**src/rtl/bus_io_responder_pkg.sv**
```systemverilog
// Shared register map, STATUS/CONTROL bit positions and the STATUS packing
// helper for the bus I/O responder.
package bus_io_responder_pkg;

  typedef enum logic [1:0] {
    REG_DATA    = 2'd0,
    REG_STATUS  = 2'd1,
    REG_CONTROL = 2'd2,
    REG_RSVD    = 2'd3
  } reg_idx_t;

  localparam int ST_RX_NE       = 0;
  localparam int ST_TX_NF       = 1;
  localparam int ST_TX_OVF      = 2;
  localparam int ST_TX_EMPTY    = 3;
  localparam int ST_RX_COUNT_LO = 4;
  localparam int ST_TX_COUNT_LO = 8;

  localparam int CTL_RXIE = 0;
  localparam int CTL_TXIE = 1;

  typedef struct packed {
    logic [2:0] tx_count;
    logic [2:0] rx_count;
    logic       tx_empty;
    logic       tx_ovf;
    logic       tx_nf;
    logic       rx_ne;
  } status_t;

  function automatic logic [15:0] pack_status(input status_t s);
    logic [15:0] v;
    v = '0;
    v[ST_RX_NE]              = s.rx_ne;
    v[ST_TX_NF]              = s.tx_nf;
    v[ST_TX_OVF]             = s.tx_ovf;
    v[ST_TX_EMPTY]           = s.tx_empty;
    v[ST_RX_COUNT_LO +: 3]   = s.rx_count;
    v[ST_TX_COUNT_LO +: 3]   = s.tx_count;
    return v;
  endfunction

endpackage

```
**src/rtl/bus_io_responder_sync_fifo.sv**
```systemverilog
// Single-clock FIFO with occupancy count; a push into a full FIFO is
// accepted when a pop happens on the same edge.
module sync_fifo #(
  parameter int DEPTH = 4,
  parameter int WIDTH = 16
) (
  input  logic                     clk,
  input  logic                     rst_n,
  input  logic                     push,
  input  logic                     pop,
  input  logic [WIDTH-1:0]         wdata,
  output logic [WIDTH-1:0]         rdata,
  output logic                     full,
  output logic                     empty,
  output logic [$clog2(DEPTH):0]   count
);

  localparam int AW = $clog2(DEPTH);
  localparam int CW = AW + 1;

  logic [WIDTH-1:0] mem [DEPTH];
  logic [AW-1:0]    wr_ptr;
  logic [AW-1:0]    rd_ptr;
  logic             do_push;
  logic             do_pop;

  assign do_push = push && (!full || pop);
  assign do_pop  = pop && !empty;

  assign full  = (count == CW'(DEPTH));
  assign empty = (count == '0);
  assign rdata = mem[rd_ptr];

  // Pointer width equals log2(DEPTH), so increments wrap modulo DEPTH.
  always_ff @(posedge clk or negedge rst_n) begin
    if (!rst_n) begin
      wr_ptr <= '0;
      rd_ptr <= '0;
      count  <= '0;
      for (int i = 0; i < DEPTH; i++) begin
        mem[i] <= '0;
      end
    end else begin
      if (do_push) begin
        mem[wr_ptr] <= wdata;
        wr_ptr      <= wr_ptr + AW'(1);
      end
      if (do_pop) begin
        rd_ptr <= rd_ptr + AW'(1);
      end
      case ({do_push, do_pop})
        2'b10:   count <= count + CW'(1);
        2'b01:   count <= count - CW'(1);
        default: count <= count;
      endcase
    end
  end

endmodule

```
**src/rtl/bus_io_responder.sv**
```systemverilog
// Memory-mapped bus target bridging CPU register accesses to a TX stream FIFO
// and an RX stream FIFO, with a registered level interrupt.
module bus_io_responder
  import bus_io_responder_pkg::*;
#(
  parameter logic [15:0] BASE  = 16'hFF00,
  parameter int          DEPTH = 4
) (
  input  logic        CLK,
  input  logic        RESET,
  input  logic [15:0] ADDR,
  input  logic [15:0] DIN,
  input  logic        RDN,
  input  logic        WRN0,
  input  logic        WRN1,
  output logic [15:0] DOUT,
  output logic        DOUT_OEN,
  output logic [15:0] TX_DATA,
  output logic        TX_VALID,
  input  logic        TX_READY,
  input  logic [15:0] RX_DATA,
  input  logic        RX_VALID,
  output logic        RX_READY,
  output logic        INT
);

  localparam int CW = $clog2(DEPTH) + 1;

  logic           sel;
  reg_idx_t       idx;
  logic           unused_addr0;

  logic           rdn_q;
  logic           wrn0_q;
  logic           wrn1_q;
  logic           rd_start;
  logic           rd_end;
  logic           wr_start;
  logic           rd_pop_armed;

  logic           tx_push;
  logic           tx_pop;
  logic           tx_full;
  logic           tx_empty;
  logic [CW-1:0]  tx_count;
  logic [15:0]    tx_head;
  logic [15:0]    tx_word;
  logic           tx_ovf;

  logic           rx_push;
  logic           rx_pop;
  logic           rx_full;
  logic           rx_empty;
  logic [CW-1:0]  rx_count;
  logic [15:0]    rx_head;

  logic           rxie;
  logic           txie;
  logic           int_q;
  status_t        st;
  logic [15:0]    read_word;

  assign sel          = (ADDR[15:3] == BASE[15:3]);
  assign idx          = reg_idx_t'(ADDR[2:1]);
  assign unused_addr0 = ADDR[0];

  always_ff @(posedge CLK or negedge RESET) begin
    if (!RESET) begin
      rdn_q  <= 1'b1;
      wrn0_q <= 1'b1;
      wrn1_q <= 1'b1;
    end else begin
      rdn_q  <= RDN;
      wrn0_q <= WRN0;
      wrn1_q <= WRN1;
    end
  end

  // A write access starts only when both strobes were idle last cycle, so a
  // late second byte strobe within the same access never acts again.
  assign wr_start = (!WRN0 || !WRN1) && wrn0_q && wrn1_q;
  assign rd_start = !RDN && rdn_q;
  assign rd_end   = RDN && !rdn_q;

  assign tx_word = {(WRN1 ? 8'h00 : DIN[15:8]), (WRN0 ? 8'h00 : DIN[7:0])};
  assign tx_push = wr_start && sel && (idx == REG_DATA);
  assign tx_pop  = !tx_empty && TX_READY;

  assign rx_push = RX_VALID && !rx_full;
  assign rx_pop  = rd_end && rd_pop_armed;

  sync_fifo #(.DEPTH(DEPTH), .WIDTH(16)) tx_fifo (
    .clk   (CLK),
    .rst_n (RESET),
    .push  (tx_push),
    .pop   (tx_pop),
    .wdata (tx_word),
    .rdata (tx_head),
    .full  (tx_full),
    .empty (tx_empty),
    .count (tx_count)
  );

  sync_fifo #(.DEPTH(DEPTH), .WIDTH(16)) rx_fifo (
    .clk   (CLK),
    .rst_n (RESET),
    .push  (rx_push),
    .pop   (rx_pop),
    .wdata (RX_DATA),
    .rdata (rx_head),
    .full  (rx_full),
    .empty (rx_empty),
    .count (rx_count)
  );

  // The pop decision is latched when the read starts and applied when it ends.
  always_ff @(posedge CLK or negedge RESET) begin
    if (!RESET) begin
      rd_pop_armed <= 1'b0;
    end else if (rd_start) begin
      rd_pop_armed <= sel && (idx == REG_DATA) && !rx_empty;
    end else if (rd_end) begin
      rd_pop_armed <= 1'b0;
    end
  end

  // Overflow set wins over a same-cycle clear; only the low lane can clear.
  always_ff @(posedge CLK or negedge RESET) begin
    if (!RESET) begin
      tx_ovf <= 1'b0;
    end else if (tx_push && tx_full && !tx_pop) begin
      tx_ovf <= 1'b1;
    end else if (wr_start && sel && (idx == REG_STATUS) && !WRN0 && DIN[ST_TX_OVF]) begin
      tx_ovf <= 1'b0;
    end
  end

  always_ff @(posedge CLK or negedge RESET) begin
    if (!RESET) begin
      rxie <= 1'b0;
      txie <= 1'b0;
    end else if (wr_start && sel && (idx == REG_CONTROL) && !WRN0) begin
      rxie <= DIN[CTL_RXIE];
      txie <= DIN[CTL_TXIE];
    end
  end

  always_ff @(posedge CLK or negedge RESET) begin
    if (!RESET) begin
      int_q <= 1'b0;
    end else begin
      int_q <= (rxie && !rx_empty) || (txie && tx_empty);
    end
  end

  always_comb begin
    st          = '0;
    st.rx_ne    = !rx_empty;
    st.tx_nf    = !tx_full;
    st.tx_ovf   = tx_ovf;
    st.tx_empty = tx_empty;
    st.rx_count = 3'(rx_count);
    st.tx_count = 3'(tx_count);
  end

  always_comb begin
    read_word = '0;
    case (idx)
      REG_DATA:    read_word = rx_empty ? 16'h0000 : rx_head;
      REG_STATUS:  read_word = pack_status(st);
      REG_CONTROL: read_word = {14'h0000, txie, rxie};
      default:     read_word = '0;
    endcase
  end

  assign DOUT_OEN = !(sel && !RDN);
  assign DOUT     = DOUT_OEN ? 16'h0000 : read_word;

  assign TX_DATA  = tx_head;
  assign TX_VALID = !tx_empty;
  assign RX_READY = !rx_full;
  assign INT      = int_q;

endmodule

```
**config.mk**
```make
export PLATFORM = sky130hd
export DESIGN_NAME = bus_io_responder
export DESIGN_NICKNAME = d
export VERILOG_FILES = /design/src/rtl/bus_io_responder_pkg.sv /design/src/rtl/bus_io_responder_sync_fifo.sv /design/src/rtl/bus_io_responder.sv
export SDC_FILE = /design/constraint.sdc
export NUM_CORES = 1
export LEC_CHECK = 0
export CAP_MARGIN = 20
export CELL_PAD_IN_SITES_DETAIL_PLACEMENT = 1
export CELL_PAD_IN_SITES_GLOBAL_PLACEMENT = 2
export CORE_AREA = 8 8 144 146
export DETAILED_ROUTE_END_ITERATION = 8
export DIE_AREA = 0 0 152 154
export PLACE_DENSITY = 0.8
export SKIP_LAST_GASP = 1
export SLEW_MARGIN = 20
export SYNTH_ARGS = -nofsm -noshare
export SYNTH_HDL_FRONTEND = slang
export SYNTH_SLANG_ARGS = --single-unit
```
**constraint.sdc**
```tcl
create_clock -name CLK -period 3.3 [get_ports CLK]
set_input_delay 0.66 -clock CLK [delete_from_list [all_inputs] [get_ports CLK]]
set_output_delay 0.66 -clock CLK [all_outputs]
set_load 0.1 [all_outputs]
```
-- Yosys cells after proc, flatten, opt, wreduce, memory -nomap -nowiden
Cells that the tools add are included.
- register bits: 150
- input port bits: 55
- output and inout bits: 36
- word-level logic and storage cells: 120
- $add $sub $neg: 8
- $lt $le $gt $ge: 6
- equal/unequal tests: 9
- muxes and demuxes: 23
- bitwise logic cells: 4
- reductions and logical operators: 48
- operators by type and width (cell ; count):
    64-bit bitwise mux ; 2
    16-bit 2-to-1 mux ; 8
    16-bit binary-select mux with 2-bit select ; 2
    16-bit demux with 2-bit select ; 2
    16-bit case mux with 3 select lines ; 1
    1-bit logical AND ; 27
    8-bit 2-to-1 mux ; 2
    13-bit equality test (second input constant) ; 1
    3-bit greater-or-equal comparator (second input constant) ; 4
    2-bit inverter with 3-bit output ; 4
    3-bit case mux with 2 select lines ; 2
    1-bit logical NOT ; 10
    2-bit by 1-bit adder with 2-bit output (second input constant) ; 4
    2-bit nonzero test ; 4
    3-bit by 1-bit adder with 3-bit output (second input constant) ; 2
    2-bit by 1-bit equality test with 1-bit output (second input constant) ; 3
    2-bit equality test (second input constant) ; 3
    3-bit equality test (second input constant) ; 2
    3-bit logical NOT ; 2
    3-bit by 1-bit < comparator with 1-bit output (second input constant) ; 2
    3-bit by 1-bit subtractor with 3-bit output (second input constant) ; 2
    1-bit logical OR ; 4
    1-bit 2-to-1 mux ; 4
    2-bit logical NOT ; 1

-- Longest topological paths before layout
Gate-level depths: netlist of run 1.
- depth after elaboration: 10
- depth in mapped cells: 9
- mapped depth without buffers: 9

-- By module
Synthesis of run 1 repeated with hierarchy kept, for this count alone.
- cells, all modules: 481
- area total of the unflattened synthesis: 7144.4 um2
- by module, submodules not included (module ; times used ; cells an instance ; area an instance (um2) ; seq. area each (um2)):
    sync_fifo ; 2 ; 193 ; 3193.1 ; 1776.7
    bus_io_responder ; 1 ; 95 ; 758.2 ; 203.9

-- Least setup slack after synthesis of run 1
Ideal clock, no wire load.
- path kind: input to output
- start point: input port ADDR[4]
- end point: output port DOUT[0]
- arrival: 3.511 ns
- required time: 2.640 ns
- setup slack: -0.871 ns
- stages: 4
- buffers on the path: 0
- cell sequence: or4_1 -> nor4_1 -> nand3_1 -> a21oi_1
- word-level cells in the longest chain between the ends: 3
- RTL lines (item ; line ; source):
    from (decl) ; bus_io_responder.sv:11 ; input logic [15:0] ADDR,
    13-bit equality test ; bus_io_responder.sv:63 ; assign sel = (ADDR[15:3] == BASE[15:3]);
    1-bit logical AND ; bus_io_responder.sv:176 ; assign DOUT_OEN = !(sel && !RDN);
    16-bit 2-to-1 mux ; bus_io_responder.sv:177 ; assign DOUT = DOUT_OEN ? 16'h0000 : read_word;
    to (decl) ; bus_io_responder.sv:16 ; output logic [15:0] DOUT,
No other way between the ends.

-- Worst setup path in the final report of run 1
- start point: input port ADDR[4]
- end point: output port DOUT[8]
The elaborated chain is that of the path after synthesis.

==> flow_metrics.tcl, run 1 <==
set metrics [dict create \
    status "finished, final reports clean" \
    p_leak_uw 0.00426 \
    total_power_uw 6080 \
    drive_above_1_share_pct 48.6 \
    grt_setup_unrepaired "false" \
    worstSetupEndpointType "output pin" \
    slew_violations 0 \
    nets 663 \
    mostFrequentLayoutCells "dfrtp_1, mux2_2, clkdlybuf4s50_1" \
    critPathLaunch "ADDR[4]" \
    cts_hold_buf 0 \
    tightest_slew_ps 749 \
    vias 4357 \
    wl_met1_um 7900 \
    overflow 0 \
    ys_ff_latch 150 \
    initial_utilization_pct 39.1 \
    die_x_um 152 \
    rows 50 \
    synth.area.top_cells "dfrtp_1, mux2_2, mux4_2" \
    reg2reg_from "tx_fifo.count[1]" \
    synth_area_mm2 0.00721 \
    clkSlewWorstSetupHoldPaths_ps 70 \
    synth_xor_area_share_pct 1.46 \
    ir_worst_vdd_uv 394 \
    placedCellCount 809 \
    clock-root-buffer "clkbuf_16" \
    cp-start-kind "input pin" \
    r2r_slack_ps 890 \
    syn_area_per_cell_um2 15.2 \
    crit_required_ps 2640 \
    fin_skew_ps 9.97 \
    hold_viol 0 \
    antenna_found_initial 0 \
    cts_sinks 150 \
    core_mm2 0.0185 \
    period_share_pct 97.7 \
    ctsHtreeMaxLevel 4 \
    clock.fmax_mhz 310 \
    seq_area_frac_synth_pct 52.1 \
    hpwl_um 12400 \
    syn_nets 542 \
    tritoncts "built" \
    critical_path_class "in2out" \
    die_area_mm2 0.0234 \
    drt_iter0_markers 152 \
    highest_layer "met4" \
    ant_nets 0 \
    stdcell_count 841 \
    wl_per_cell_um 21.3 \
    track_usage_pct 16.1 \
    synth_fa_ha_area_share_pct 2.64 \
    yosysTopAreaCell "dfrtp_1" \
    drc 0 \
    post-route-min-period_ps 3220 \
    layout_commonest_cell "dfrtp_1" \
    synthSimpleGateAreaFrac_pct 6.68 \
    die_y_um 154 \
    crit_path_max_fanout 6 \
    ios 91 \
    drv_cap 0 \
    met3_length_um 507 \
    viasPerCell 5.18 \
    area_growth_pct 30.2 \
    yosys_warnings 0 \
    fillers 1799 \
    cts_made_buffers 17 \
    io_buffers 89 \
    finalSetupViolations 0 \
    final_util_pct 50.9 \
    slew_headroom_pct 50.1 \
    gp_congestion 0.706 \
    diodes 0 \
    synth_top_family_by_area "multiplexers" \
    synth_compound_area_share_pct 2.20 \
    synthMuxAreaShare_pct 32.7 \
    grt_max_degree 82 \
    grt_pass1_vias 5158 \
    grt_first_pass_wirelength_um 29500 \
    netlist.area_leader.share_pct 51.0 \
    power_density_mw_per_mm2 647 \
    ys_types 43 \
    clk_latency_ps 430 \
    synthCells 473 \
    critPathArrivalTime_ps 2560 \
    setup_tns_ps 0 \
    hold_class "in2async" \
    routed_wirelength_um 17900 \
    clockBufferDepth 2 \
    drt_pass1_iterations 4 \
    dr_wl_met2_um 9340 \
]
==> critical path, stage by stage <==
cell	delay [ps]
clkdlybuf4s50_1	420
or4_4	560
nor4_4	130
buf_4	170
nand3_2	100
buf_4	210
nor2_4	120
buf_12	180
==> synthesized netlist by cell type, drive strengths merged <==
| library cell | n |
|---|---|
| a222oi | 1 |
| a21boi | 1 |
| xnor2 | 6 |
| a22o | 1 |
| nand2 | 16 |
| fa | 2 |
| dfrtp | 147 |
| mux2 | 132 |
| nand4 | 6 |
| nor2 | 15 |
| and2 | 1 |
| mux4 | 31 |
| o2bb2ai | 1 |
| inv | 15 |
| mux2i | 2 |
| clkbuf | 9 |
| and3 | 1 |
| nand2b | 1 |
| xor2 | 6 |
| o31ai | 1 |
| a311oi | 1 |
| nor4 | 1 |
| nor2b | 23 |
| o21ai | 3 |
| a2111oi | 1 |
| a21oi | 1 |
| or4 | 1 |
| dfstp | 3 |
| nand3 | 7 |
| ha | 12 |
| buf | 10 |
| nand4b | 1 |
| or3 | 1 |
| nor3 | 4 |
| a22oi | 8 |
| nor4b | 1 |
==> timing repair <==
action / in CTS / in global routing
gates cloned: 0 / 0
endpoints found under the setup margin: 3 / 13
gates resized for setup: 1 / 3
setup buffers: 0 / 0
==> per-layer routing <==
| metal | GRT usage (%) | up-vias |
|---|---|---|
| li1 | - | 1968 |
| met1 | 19.8 | 2314 |
| met2 | 27.9 | 66 |
| met3 | 3.84 | 9 |
| met4 | 4.43 | 0 |
| met5 | 0 | - |
==> state kept, by name, summed over array words and instances (netlist names), 2 cells and up <==
register	count
rx_fifo.mem	64
tx_fifo.mem	64
rx_fifo.count	3
tx_fifo.count	3
rx_fifo.rd_ptr	2
rx_fifo.wr_ptr	2
tx_fifo.rd_ptr	2
tx_fifo.wr_ptr	2
==> path summary, 6_finish.rpt <==
path	to	depth (start not counted)
min in group CLK	rd_pop_armed	2
hold reg to reg	rd_pop_armed	2
hold / removal	tx_fifo.mem[42]	1
setup reg to reg	tx_fifo.count[2]	10
max in group asynchronous	rx_fifo.rd_ptr[0]	2
setup / recovery	DOUT[8]	8
==> area by class of cell <==
cell class	count	area (um^2)	area share, %
clock buffer	17	425	4.53
inverter	15	56.3	0.600
clock inverter	15	135	1.44
timing repair buffer	121	1280	13.6
multi-input combinational	289	3440	36.7
sequential	150	3760	40.0
tap	234	293	3.12
==> report_power, final <==
| group | total [uW] | switching, uW | internal, uW |
|---|---|---|---|
| logic | 1620 | 749 | 876 |
| registers | 2600 | 284 | 2310 |
| clock network | 1860 | 866 | 993 |
| total | 6080 | 1900 | 4180 |
==> per-stage QoR <==
step           hold WS, ps  area [um^2]  setup WS [ps]
6_report               286         9390           75.4
5_1_grt                331         9390           2.02
4_1_cts                302         9370           23.2
3_5_place_dp           472         8810           37.3
3_3_place_gp           458         8810           42.3
2_1_floorplan          364         7350          -74.6
==> cell families after synthesis <==
| family | count (synthesis) |
|---|---|
| simple gates | 79 |
| mux | 165 |
| fa+ha+maj | 14 |
| xor+xnor | 12 |
| compound gates | 19 |
| buf+inv | 34 |
| flops | 150 |
Power figures use the tool's default switching activity.
==> inputs of run 2 (changes only) <==
- CORE_AREA: 8 8 144 146 -> 8 8 143 145
- DIE_AREA: 0 0 152 154 -> 0 0 151 153
- PLACE_DENSITY: 0.8 -> 0.81
- RECOVER_POWER: unset -> 100
- SYNTH_HIERARCHICAL: unset -> 1
==> run 2 against run 1 <==
  * The run now ends with capacitance limit, slew limit left
  * Cell area down 3.9%
  * First-iteration DRC count rose by 35%
  * Die area fell by 1.3%
  * Worst setup slack got worse by 21 ps
  * Register-to-register slack lost 310 ps
  * Clock power shrank 3%
  * Count of clock-buffer cells in the layout grew 8
  * Core utilization fell by 1.5 points
  * Flip-flop and latch count unchanged
  * Clock skew about the same
  * Total power rose by 0.23%
  * Critical path type unchanged
  * Critical endpoint is now DOUT[5]
==> flow_metrics.tcl, run 2 <==
set metrics [dict create \
    crit_path_max_fanout 6 \
    grt_first_pass_wirelength_um 29400 \
    viasPerCell 5.25 \
    track_usage_pct 16.5 \
    gp_congestion 0.734 \
    slew_headroom_pct -24.3 \
    crit_required_ps 2640 \
    slew_violations 75 \
    reg_top3 "rx_fifo/mem: 64 flops, tx_fifo/mem: 64 flops" \
    critical_path_class "in2out" \
    ctsHtreeMaxLevel 4 \
    ant_nets 0 \
    diodes 0 \
    min_to "rx_fifo/mem[23]" \
    mostFrequentLayoutCells "dfrtp_1, mux2_2, clkdlybuf4s50_1" \
    grt_pass1_vias 5130 \
    hold_start "rx_fifo/mem[23]" \
    yosys_warnings 6 \
    layout_commonest_cell "dfrtp_1" \
    ios 91 \
    hpwl_um 12500 \
    tritoncts "built" \
    die_y_um 153 \
    yosysMostFrequentCell "dfrtp_1" \
    drive_above_1_share_pct 45.7 \
    drc 0 \
    drt_iter0_markers 205 \
    failed_checks "capacitance limit, slew limit" \
    drv_cap 1 \
    synth-main-ff-cell "dfrtp_1" \
    r2r_slack_ps 580 \
    ys_ff_latch 150 \
    vias 4449 \
    status "complete, but fails checks" \
    antenna_found_initial 0 \
    routed_wirelength_um 17900 \
    hold_viol 0 \
    io_buffers 89 \
    rows 50 \
    wl_per_cell_um 21.2 \
    die_x_um 151 \
    final_util_pct 49.4 \
    critPathArrivalTime_ps 2590 \
    cts_made_buffers 17 \
    clock-root-buffer "clkbuf_16" \
    min_path_cells 1 \
    synth_area_mm2 0.00714 \
    syn_area_per_cell_um2 14.9 \
    cts_sinks 150 \
    grt_max_degree 75 \
    synth.area.top_cells "dfrtp_1, mux2_2, mux4_2" \
    syn_nets 550 \
    area_growth_pct 26.3 \
    reg2reg_from "wrn1_q" \
    yosysTopAreaCell "dfrtp_1" \
    fillers 1817 \
    netlist.area_leader.share_pct 51.5 \
    clk_latency_ps 410 \
    period_share_pct 98.3 \
    drt_pass1_iterations 4 \
    seq_area_frac_synth_pct 52.6 \
    initial_utilization_pct 39.1 \
    die_area_mm2 0.0231 \
    power_density_mw_per_mm2 676 \
    clock.fmax_mhz 308 \
    r2r-end "tx_fifo/mem[25]" \
    hold_class "reg2reg" \
    post-route-min-period_ps 3250 \
    total_power_uw 6090 \
    async_flop_share_pct 100 \
    tightest_slew_ps 1860 \
    nets 672 \
    synth_commonest_cells "dfrtp_1, mux2_2, mux4_2" \
    clockBufferDepth 2 \
    ys_types 38 \
    clkSlewWorstSetupHoldPaths_ps 60 \
    r2r_cells 8 \
    finalSetupViolations 0 \
    synthCells 481 \
    synth_edf_count 0 \
    grt_setup_unrepaired "false" \
    cp-start-kind "input pin" \
    worstSetupEndpointType "output pin" \
    overflow 0 \
    p_leak_uw 0.00402 \
    ir_worst_vdd_uv 435 \
    core_mm2 0.0183 \
    fin_skew_ps 9.86 \
]
-- run 2: changes by cell type in the layout (fill, tap and decap cells not counted), sizes merged, moves of 3 or more --
cell | before | now
nand3 | 7 | 2
nor2 | 15 | 20
nand4 | 6 | 2
inv | 24 | 17
nor2b | 23 | 19
clkdlybuf4s50 | 52 | 41
dlygate4sd3 | 0 | 3
nand2 | 16 | 13
buf | 69 | 43
clkbuf | 17 | 56
dlygate4sd2 | 0 | 5
and3 | 1 | 8
-- run 2: stage by stage --
stage               hold slack, ps  cell area, um^2  setup TNS, ps  worst slack, ps  instances
detailed placement             490             8670         -25860             -497        815
CTS                            291             9250              0             4.25        847
finish                         502             9020              0             54.8        847
global placement               466             8670         -23060             -453        815
global route                   513             9020              0             2.27        847
floorplan                      364             7200          -1940             -246        481
-- run 2: final cells by class --
class / instances / area (um^2) / share of cell area (%)
tap: 234 / 293 / 3.25
clock inverter: 4 / 45.0 / 0.499
timing repair buffer: 124 / 1120 / 12.5
sequential: 150 / 3760 / 41.7
clock buffer: 25 / 505 / 5.60
multi-input combinational: 293 / 3230 / 35.8
inverter: 17 / 66.3 / 0.735
-- run 2: cells by family (layout without fill, tap and decap cells) --
| family | after synthesis | in the layout | share of synthesized area, % |
|---|---|---|---|
| AO/OA/AOI/OAI | 19 | 19 | 2.19 |
| flip-flops | 150 | 150 | 52.6 |
| multiplexers | 166 | 166 | 31.2 |
| XOR/XNOR | 12 | 12 | 1.47 |
| adder cells (fa/ha/maj) | 14 | 14 | 2.66 |
| buffers and inverters | 38 | 170 | 3.01 |
| AND/OR/NAND/NOR | 82 | 82 | 6.90 |
-- run 2: worst max path at each step --
stage	from	slack (ps)	endpoint
final	ADDR[4]	50	DOUT[5]
after global placement	ADDR[4]	-450	DOUT[6]
after global routing	ADDR[4]	2	DOUT[3]
after CTS	ADDR[5]	4	DOUT[3]
after floorplan	ADDR[4]	-250	DOUT[10]
after detailed placement	ADDR[4]	-500	DOUT[6]
-- run 2: critical path, cell delays in order --
cell and delay [ps]:
dlygate4sd2_1 230, or4_4 440, nor4_4 290, buf_4 170, and2_4 170, inv_4 40, buf_12 130, nor2_2 190
buf_6 260
-- run 2: power breakdown --
part	internal (uW)	switching, uW
clock network	1120	693
logic	874	766
registers	2320	321
total	4320	1780
-- run 2: what timing repair did --
| item | CTS | global route |
|---|---|---|
| setup buffers | 3 | 0 |
| resized for setup | 14 | 6 |
| hold buffers | 0 | 0 |
| pin swaps | 4 | 3 |
| endpoints found under the setup margin | 17 | 4 |
-- run 2: routing by layer --
| metal | global-route usage (%) | wire length, um |
|---|---|---|
| met1 | 20.7 | 7680 |
| met2 | 28.1 | 9260 |
| met3 | 4.16 | 908 |
| met4 | 3.35 | 86 |
| met5 | 0 | 0 |
